## config.mk

```make
export PLATFORM = sky130hd
export DESIGN_NAME = hpdcache_victim_sel_ctrl
export DESIGN_NICKNAME = d
export VERILOG_FILES = /design/src/rtl/hpdcache_victim_sel_ctrl.sv
export SDC_FILE = /design/constraint.sdc
export NUM_CORES = 1
export LEC_CHECK = 0
export CORE_MARGIN = 2
export CORE_UTILIZATION = 34
export DETAILED_ROUTE_END_ITERATION = 12
export PLACE_DENSITY_LB_ADDON = 0.15
export SLEW_MARGIN = 20
export SYNTH_ARGS = -nofsm -noshare
export SYNTH_HDL_FRONTEND = slang
export SYNTH_SLANG_ARGS = --single-unit
```

## constraint.sdc

```tcl
create_clock -name clk_i -period 1.4 [get_ports clk_i]
set_input_delay 0.28 -clock clk_i [delete_from_list [all_inputs] [get_ports clk_i]]
set_output_delay 0.28 -clock clk_i [all_outputs]
set_load 0.02 [all_outputs]
```

## src/rtl/hpdcache_victim_sel_ctrl.sv

```systemverilog
// Victim-selection sequencer: round-robin arbitration among allocation requesters,
// directory read, victim pick, response handshake and replacement commit.
// Optional performance counters are enabled by defining HPDCACHE_VICTIM_SEL_CTRL_PERF_EN.
module hpdcache_victim_sel_ctrl #(
  parameter int NREQ  = 2,
  parameter int SET_W = 7,
  parameter int WAYS  = 4,
  localparam int ID_W = (NREQ > 1) ? $clog2(NREQ) : 1
) (
  input  logic                   clk_i,
  input  logic                   rst_i,
  input  logic [NREQ-1:0]        req_valid_i,
  input  logic [NREQ*SET_W-1:0]  req_set_i,
  output logic [NREQ-1:0]        req_ready_o,
  output logic                   rsp_valid_o,
  output logic [ID_W-1:0]        rsp_id_o,
  output logic [WAYS-1:0]        rsp_way_o,
  output logic                   rsp_dirty_o,
  input  logic                   rsp_ready_i,
  output logic                   dir_rd_o,
  output logic [SET_W-1:0]       dir_set_o,
  input  logic [WAYS-1:0]        dir_valid_i,
  input  logic [WAYS-1:0]        dir_dirty_i,
  input  logic [WAYS-1:0]        dir_fetch_i,
  output logic                   sel_victim_o,
  input  logic [WAYS-1:0]        sel_way_i,
  output logic                   repl_o,
  output logic [SET_W-1:0]       repl_set_o,
  output logic [WAYS-1:0]        repl_way_o,
  output logic                   busy_o
`ifdef HPDCACHE_VICTIM_SEL_CTRL_PERF_EN
  ,
  output logic [31:0]            perf_sel_cnt_o,
  output logic [31:0]            perf_dirty_cnt_o
`endif
);

  typedef enum logic [1:0] {
    IDLE,
    DIR,
    RSP
  } state_e;

  state_e           state_q, state_d;
  logic [ID_W-1:0]  ptr_q, ptr_d;
  logic [ID_W-1:0]  id_q, id_d;
  logic [SET_W-1:0] set_q, set_d;
  logic [WAYS-1:0]  way_q, way_d;
  logic             dirty_q, dirty_d;

  logic             grant_found;
  logic [ID_W-1:0]  grant_idx;
  logic [SET_W-1:0] grant_set;
  logic             handshake;

  // Round-robin search: first requester at or above the pointer, else the lowest one below it.
  always_comb begin
    logic            found_hi;
    logic            found_lo;
    logic [ID_W-1:0] idx_hi;
    logic [ID_W-1:0] idx_lo;
    found_hi = 1'b0;
    found_lo = 1'b0;
    idx_hi   = '0;
    idx_lo   = '0;
    for (int k = 0; k < NREQ; k++) begin
      if (req_valid_i[k] && !found_hi && (ID_W'(k) >= ptr_q)) begin
        found_hi = 1'b1;
        idx_hi   = ID_W'(k);
      end
      if (req_valid_i[k] && !found_lo) begin
        found_lo = 1'b1;
        idx_lo   = ID_W'(k);
      end
    end
    grant_found = found_hi | found_lo;
    grant_idx   = found_hi ? idx_hi : idx_lo;
  end

  always_comb begin
    grant_set = '0;
    for (int k = 0; k < NREQ; k++) begin
      if (ID_W'(k) == grant_idx) grant_set = req_set_i[k*SET_W +: SET_W];
    end
  end

  always_comb begin
    // NOTE: every signal gets a default before the case so no path infers a latch.
    state_d      = state_q;
    ptr_d        = ptr_q;
    id_d         = id_q;
    set_d        = set_q;
    way_d        = way_q;
    dirty_d      = dirty_q;
    handshake    = 1'b0;
    req_ready_o  = '0;
    rsp_valid_o  = 1'b0;
    rsp_id_o     = '0;
    rsp_way_o    = '0;
    rsp_dirty_o  = 1'b0;
    dir_rd_o     = 1'b0;
    dir_set_o    = '0;
    sel_victim_o = 1'b0;
    repl_o       = 1'b0;
    repl_set_o   = '0;
    repl_way_o   = '0;
    busy_o       = 1'b0;

    // While reset is held every output stays quiet, so an abandoned response never commits.
    if (!rst_i) begin
      unique case (state_q)
        IDLE: begin
          if (grant_found) begin
            req_ready_o[grant_idx] = 1'b1;
            id_d      = grant_idx;
            set_d     = grant_set;
            dir_rd_o  = 1'b1;
            dir_set_o = grant_set;
            state_d   = DIR;
          end
        end

        DIR: begin
          busy_o       = 1'b1;
          sel_victim_o = 1'b1;
          if (|(dir_fetch_i & sel_way_i)) begin
            // Chosen way is mid-refill: read the set again and pick anew next cycle.
            dir_rd_o  = 1'b1;
            dir_set_o = set_q;
          end else begin
            way_d   = sel_way_i;
            dirty_d = |(sel_way_i & dir_valid_i & dir_dirty_i);
            state_d = RSP;
          end
        end

        RSP: begin
          busy_o      = 1'b1;
          rsp_valid_o = 1'b1;
          rsp_id_o    = id_q;
          rsp_way_o   = way_q;
          rsp_dirty_o = dirty_q;
          if (rsp_ready_i) begin
            handshake  = 1'b1;
            repl_o     = 1'b1;
            repl_set_o = set_q;
            repl_way_o = way_q;
            ptr_d      = (id_q == ID_W'(NREQ - 1)) ? '0 : id_q + 1'b1;
            state_d    = IDLE;
          end
        end

        default: state_d = IDLE;
      endcase
    end
  end

  // NOTE: sequential state uses non-blocking assignments only; blocking here would race readers.
  always_ff @(posedge clk_i) begin
    if (rst_i) begin
      state_q <= IDLE;
      ptr_q   <= '0;
      id_q    <= '0;
      set_q   <= '0;
      way_q   <= '0;
      dirty_q <= 1'b0;
    end else begin
      state_q <= state_d;
      ptr_q   <= ptr_d;
      id_q    <= id_d;
      set_q   <= set_d;
      way_q   <= way_d;
      dirty_q <= dirty_d;
    end
  end

`ifdef HPDCACHE_VICTIM_SEL_CTRL_PERF_EN
  logic [31:0] sel_cnt_q, sel_cnt_d;
  logic [31:0] dirty_cnt_q, dirty_cnt_d;

  // Saturating event counters.
  always_comb begin
    sel_cnt_d   = sel_cnt_q;
    dirty_cnt_d = dirty_cnt_q;
    if (handshake && (sel_cnt_q != '1)) sel_cnt_d = sel_cnt_q + 32'd1;
    if (handshake && dirty_q && (dirty_cnt_q != '1)) dirty_cnt_d = dirty_cnt_q + 32'd1;
  end

  always_ff @(posedge clk_i) begin
    if (rst_i) begin
      sel_cnt_q   <= '0;
      dirty_cnt_q <= '0;
    end else begin
      sel_cnt_q   <= sel_cnt_d;
      dirty_cnt_q <= dirty_cnt_d;
    end
  end

  assign perf_sel_cnt_o   = sel_cnt_q;
  assign perf_dirty_cnt_o = dirty_cnt_q;
`endif

endmodule

```

Yosys cells after proc, flatten, opt, wreduce, memory -nomap -nowiden
Cells that the tools add are included.
{"block": "totals", "regBits": 16, "latch_bits": 0, "ramBits": 0, "romBits": 0, "out_inout_bits": 31, "mem_count": 0}
{"block": "classes", "addsub": 1, "n_mul": 0, "n_div": 0, "n_lt_le_gt_ge": 4, "eq_ne": 5, "shift": 0, "n_mux": 47, "n_bitwise": 5, "n_reduce_logical": 15}
{"operator": "7-bit 2-to-1 mux", "n": 7}
{"operator": "1-bit 2-to-1 mux", "n": 25}
{"operator": "4-bit 2-to-1 mux", "n": 5}
{"operator": "7-bit case mux with 2 select lines", "n": 1}
{"operator": "4-bit bitwise AND", "n": 3}
{"operator": "2-bit 2-to-1 mux", "n": 6}
{"operator": "4-bit OR reduction", "n": 2}
{"operator": "2-bit != test (second input constant)", "n": 3}
{"operator": "2-bit case mux with 3 select lines", "n": 1}
{"operator": "2-bit AND reduction", "n": 3}
{"operator": "1-bit logical AND", "n": 5}
{"operator": "3-bit AND reduction", "n": 1}
{"operator": "2-bit by 1-bit equality test with 1-bit output (second input constant)", "n": 1}
{"operator": "2-bit equality test (second input constant)", "n": 1}
{"operator": "1-bit >= comparator (first input constant)", "n": 2}
{"operator": "1-bit logical NOT", "n": 2}
{"operator": "2-bit logical NOT", "n": 1}
{"operator": "1-bit by 2-bit < comparator with 1-bit output (second input constant)", "n": 1}
{"operator": "1-bit case mux with 2 select lines", "n": 1}
{"operator": "2-bit OR reduction", "n": 1}
{"operator": "1-bit adder (second input constant)", "n": 1}
{"operator": "1-bit demux with 1-bit select", "n": 1}
{"operator": "1-bit >= comparator (second input constant)", "n": 1}
{"operator": "1-bit NOT", "n": 1}
{"operator": "1-bit OR", "n": 1}

Logic depth before layout (Yosys ltp)
{"block": "depth", "word_depth": 15, "depth_mapped": 6, "ltp_nobuf": 6}

Worst setup path before layout
No wires, ideal clock.
{"block": "synth_path", "path_type": "register to output", "from": "register state_q[0]", "to": "output port repl_set_o[0]", "arrival_ns": 1.384, "required_ns": 1.120, "path_slack_ns": -0.264, "stages_incl_launch_ff": 7, "path_cell_list": "dfxtp_1 inv_1 ha_1 nor2b_1 buf_2 buf_2 and3_1"}
{"block": "synth_between", "elab_chain_len": 3}
{"item": "start: declaration", "line": "44", "source": "state_e state_q, state_d;"}
{"item": "start signal: assignment", "line": "168", "source": "state_q <= state_d;"}
{"item": "2-bit equality test", "line": "111", "source": "unique case (state_q)"}
{"item": "7-bit 2-to-1 mux", "line": "111"}
{"item": "7-bit 2-to-1 mux", "line": "110", "source": "if (!rst_i) begin"}
{"item": "end: declaration", "line": "28", "source": "output logic [SET_W-1:0] repl_set_o,"}
Every way passes these cells.

Final worst setup path
{"block": "layout_path", "from": "register ptr_q", "to": "output port dir_set_o[3]"}
{"block": "layout_between", "elab_chain_len": 12}
{"item": "start: declaration", "line": "45", "source": "logic [ID_W-1:0] ptr_q, ptr_d;"}
{"item": "start signal: assignment", "line": "169", "source": "ptr_q <= ptr_d;"}
{"item": "1-bit >= comparator", "line": "67", "source": "if (req_valid_i[k] && !found_hi && (ID_W'(k) >= ptr_q)) begin"}
{"item": "1-bit logical AND", "line": "67"}
{"item": "1-bit 2-to-1 mux", "line": "67"}
{"item": "1-bit logical NOT", "line": "67"}
{"item": "1-bit logical AND (2 in series)", "line": "67"}
{"item": "1-bit 2-to-1 mux", "line": "67"}
{"item": "1-bit 2-to-1 mux", "line": "77", "source": "grant_idx = found_hi ? idx_hi : idx_lo;"}
{"item": "7-bit 2-to-1 mux", "line": "83", "source": "if (ID_W'(k) == grant_idx) grant_set = req_set_i[k*SET_W +: SET_W];"}
{"item": "7-bit 2-to-1 mux *", "line": "113", "source": "if (grant_found) begin"}
{"item": "7-bit case mux with 2 select lines *", "line": "111"}
{"item": "7-bit 2-to-1 mux *", "line": "110"}
{"item": "end: declaration", "line": "21", "source": "output logic [SET_W-1:0] dir_set_o,"}
Mark *: on every way between the ends. The rest lies on a longest branch, timed or not.

==> implementation parameters <==
Parameter                              Value

Power and ir drop
  Sw Ratio    roughly 40%
  Logic pwr share    between 70% and 80%
  Sequential cell fraction of total power    between 10% and 20%
  Net switching power    roughly 1.4 mW
  Internal power    about 2 mW
  Power share of the clock group    around a tenth
  Leakage power summed over all cells    approximately 1.1 nW
  Power per standard cell area    around 1300 nW/um^2
  IR Drop Worst-Case VDD    953 uV

Placement
  Port Buf Inserts    between 60 and 70
  Placement-stage cell area    ~2200 sq um
  Final GP Congestion    around 0.74
  Instance count after placement with tap cells included    ~270
  HPWL Detailed    3.17 mm

Worst setup path
  Critical path data arrival time    approximately 1600 ps
  Maximum fanout along the worst path    8
  Critical path required time    approximately 1100 ps
  Type of origin of the critical path    flop
  Kind of critical path    flop to primary output
  Kind of end point of the critical path    primary output

Final layout
  Layout area overhead    127%
  Number of nets in the layout    279
  Final Instance Count excl. Fillers    about 280
  Fraction of layout instances using a drive strength above 1    a little under three fifths
  Layout fillers    between 150 and 200
  Post-layout instance area    2530 sq um
  Antenna fix cells    0
  Post-Route Utilization    around 82%

Drt
  Mean number of vias per cell    approximately 5.3
  Final ANT Viol Nets    0
  Number of remaining DRC errors    0
  Initial drt markers    65
  Detailed-route via count    between 1000 and 1500
  Overall routed net length    4.85 mm
  Routed wire length per instance    17.1 um
  Number of search-and-repair iterations in the first detailed-routing pass    4

Global route
  Global-route wire length before repair    roughly 7 mm
  Largest net degree at the start of global routing    15
  Global route overflow    0
  Aggregate global-route resource usage    approximately a quarter
  Number of global-route vias before repair    about 1400
  Antenna violations before repair    0

Timing
  Worst slew margin relative to its limit    roughly 82%
  Minimum clock period after layout    about 1800 ps
  Post-route clock period utilization    132%
  Worst-margin pin slew    270 ps
  Setup-failing EPs final    36
  Post-route worst setup slack    -445 ps
  Count of final hold-check violations    0
  Worst clock skew on the final layout    around 1.8 ps
  Max-slew violation total from the final report    0
  Max Freq    between 0.5 and 0.6 GHz
  RSZ-0062 raised after global routing    yes

CTS
  Number of buffers added by the clock tree synthesis step    3
  CTS tree    built
  Largest buffer count on any clock path    2
  Clock tree root driver cell    clkbuf_4
  Clock insertion delay at the later pin of the skew report    between 200 and 300 ps
  Number of H-tree levels    1
  Sinks on the clock net    16
  Worst-path clk slew    100 ps

Synth
  Netlist Area Pre-Place    between 1000 and 1500 sq um
  Net count after synthesis    roughly 180
  Post-Syn Instances    around 140
  Ys Warns    0
  Number of distinct library cells after synthesis    27
  Number of synthesized register bits    16
  Mean cell area of the mapped netlist    between 8 and 9 sq um
  Portion of the post-synthesis area used by sequential elements    between 20 and 30%

Outcome
  Violated checks    setup timing
  Status    finished with violations

Floorplanning
  Die boundary height    61.2 um
  Core area    approximately 3000 sq um
  Number of primary I/O pins    66
  Rows    20
  Initial cell density of the core    between 30% and 40%
  Die Span X    roughly 60 um
  Floorplan die area    between 3000 and 4000 sq um

Job
  Max Cap Violations    0

Min path
  Path type of the worst min-delay path    flop to flop
-- state kept, by name (all words and copies together), names as in the netlist --
register	flops
set_q	7
state_q	2
dirty_q	1
way_q	4
ptr_q	1
id_q	1
-- kinds of logic (layout without fill, tap and decap cells) --
logic type / after synthesis / after routing / share of synthesized area [%]
simple gates: 65 / 65 / 29.2
fa+ha+maj: 4 / 4 / 4.49
buf+inv: 12 / 113 / 4.72
flops: 16 / 16 / 28.8
compound gates: 34 / 35 / 27.4
mux: 6 / 6 / 5.39
-- per-layer routing --
layer  global-route usage [%]  vias to the layer above  part of all wire (%)
li1                         -                      696                     -
met1                     28.5                      737                    38
met2                     45.9                       51                    56
met3                     6.30                       13                   4.4
met4                     9.32                        0                   2.2
met5                        0                        -                     0
-- Yosys cell counts --
master	instances	area share (%)
a21boi_4	2	3.4
a21oi_1	16	7.2
a21oi_2	1	0.79
a221oi_4	1	2.4
a22oi_4	2	3.8
a31o_1	1	0.79
a31oi_1	1	0.56
a32o_1	7	6.3
a32oi_1	1	0.79
and2_1	7	3.9
and3_1	12	6.7
and3b_1	1	0.79
buf_1	1	0.34
buf_2	6	2.7
clkbuf_1	1	0.34
dfxtp_1	16	29
ha_1	4	4.5
inv_1	4	1.3
mux2i_1	6	5.4
nand2_1	25	8.4
nand2b_1	5	2.8
nand3_1	2	0.90
nand3_2	1	0.90
nor2_1	9	3.0
nor2b_1	3	1.7
o21ai_2	1	0.79
o21bai_1	1	0.67
-- critical path, stage by stage (launching register included) --
cell	delay, ps
dfxtp_2	350
buf_6	110
a21boi_4	230
a32o_1	210
nand2_2	100
a21oi_4	150
buf_6	130
-- path summary, 6_finish.rpt --
check	start	end	slack [ps]	cells after the start
setup / recovery	ptr_q	dir_set_o[3]	-450	6
hold reg to reg	dirty_q	dirty_q	480	2
hold / removal	dirty_q	dirty_q	480	2
setup reg to reg	state_q[1]	state_q[1]	-210	8
-- through the flow --
stage | hold slack (ps) | setup TNS [ps] | total power [mW] | worst slack [ps]
after detailed placement | 461 | -30130 | 2.42 | -1030
after global routing | 488 | -13850 | 3.53 | -490
after floorplan | 424 | -929 | 1.64 | -75.5
after CTS | 477 | -11430 | 3.13 | -452
after global placement | 450 | -29080 | 2.37 | -1010
final | 477 | -11810 | 3.35 | -445
-- power by group through the flow --
stage | logic, mW | clock network [mW] | registers [mW]
after global placement | 1.73 | 0 | 0.649
after detailed placement | 1.76 | 0 | 0.660
after floorplan | 0.999 | 0 | 0.641
after global routing | 2.50 | 0.345 | 0.680
final | 2.36 | 0.319 | 0.668
after CTS | 2.15 | 0.319 | 0.662
-- cells in the final DEF, fill, tap and decap left out, types with 2 or more instances in the layout --
master	synthesis	routed
a21boi_4	2	3
a21oi_1	16	7
a21oi_2	1	2
a21oi_4	0	8
a22oi_4	2	2
a32o_1	7	6
and2_4	0	7
and3_1	12	2
and3_4	0	10
buf_12	0	3
buf_4	0	26
buf_6	0	41
clkbuf_4	0	3
clkdlybuf4s50_1	0	23
dfxtp_1	16	13
dfxtp_4	0	2
dlygate4sd2_1	0	11
ha_4	0	3
inv_1	4	2
inv_4	0	2
mux2i_1	6	6
nand2_1	25	13
nand2_2	0	11
nand2b_1	5	3
nand3_1	2	2
nor2_1	9	8
nor2b_4	0	2
-- area by class of cell --
cell class	count	area [sq um]	area share, %
Tap cell	44	55.1	2.18
Inverter	4	20.0	0.792
Multi-Input combinational cell	110	1040	41.1
Sequential cell	16	329	13.0
Timing Repair Buffer	105	1050	41.5
Clock buffer	4	36.3	1.44
-- timing repair --
action                                  CTS  global route
endpoints found under the setup margin   42            41
hold buffers                              0             0
gates cloned                              2             0
pin swaps                                23             9
resized for setup                       226            15
buffers inserted                          9             3
Note: power is estimated with default switching activity, not from simulation.
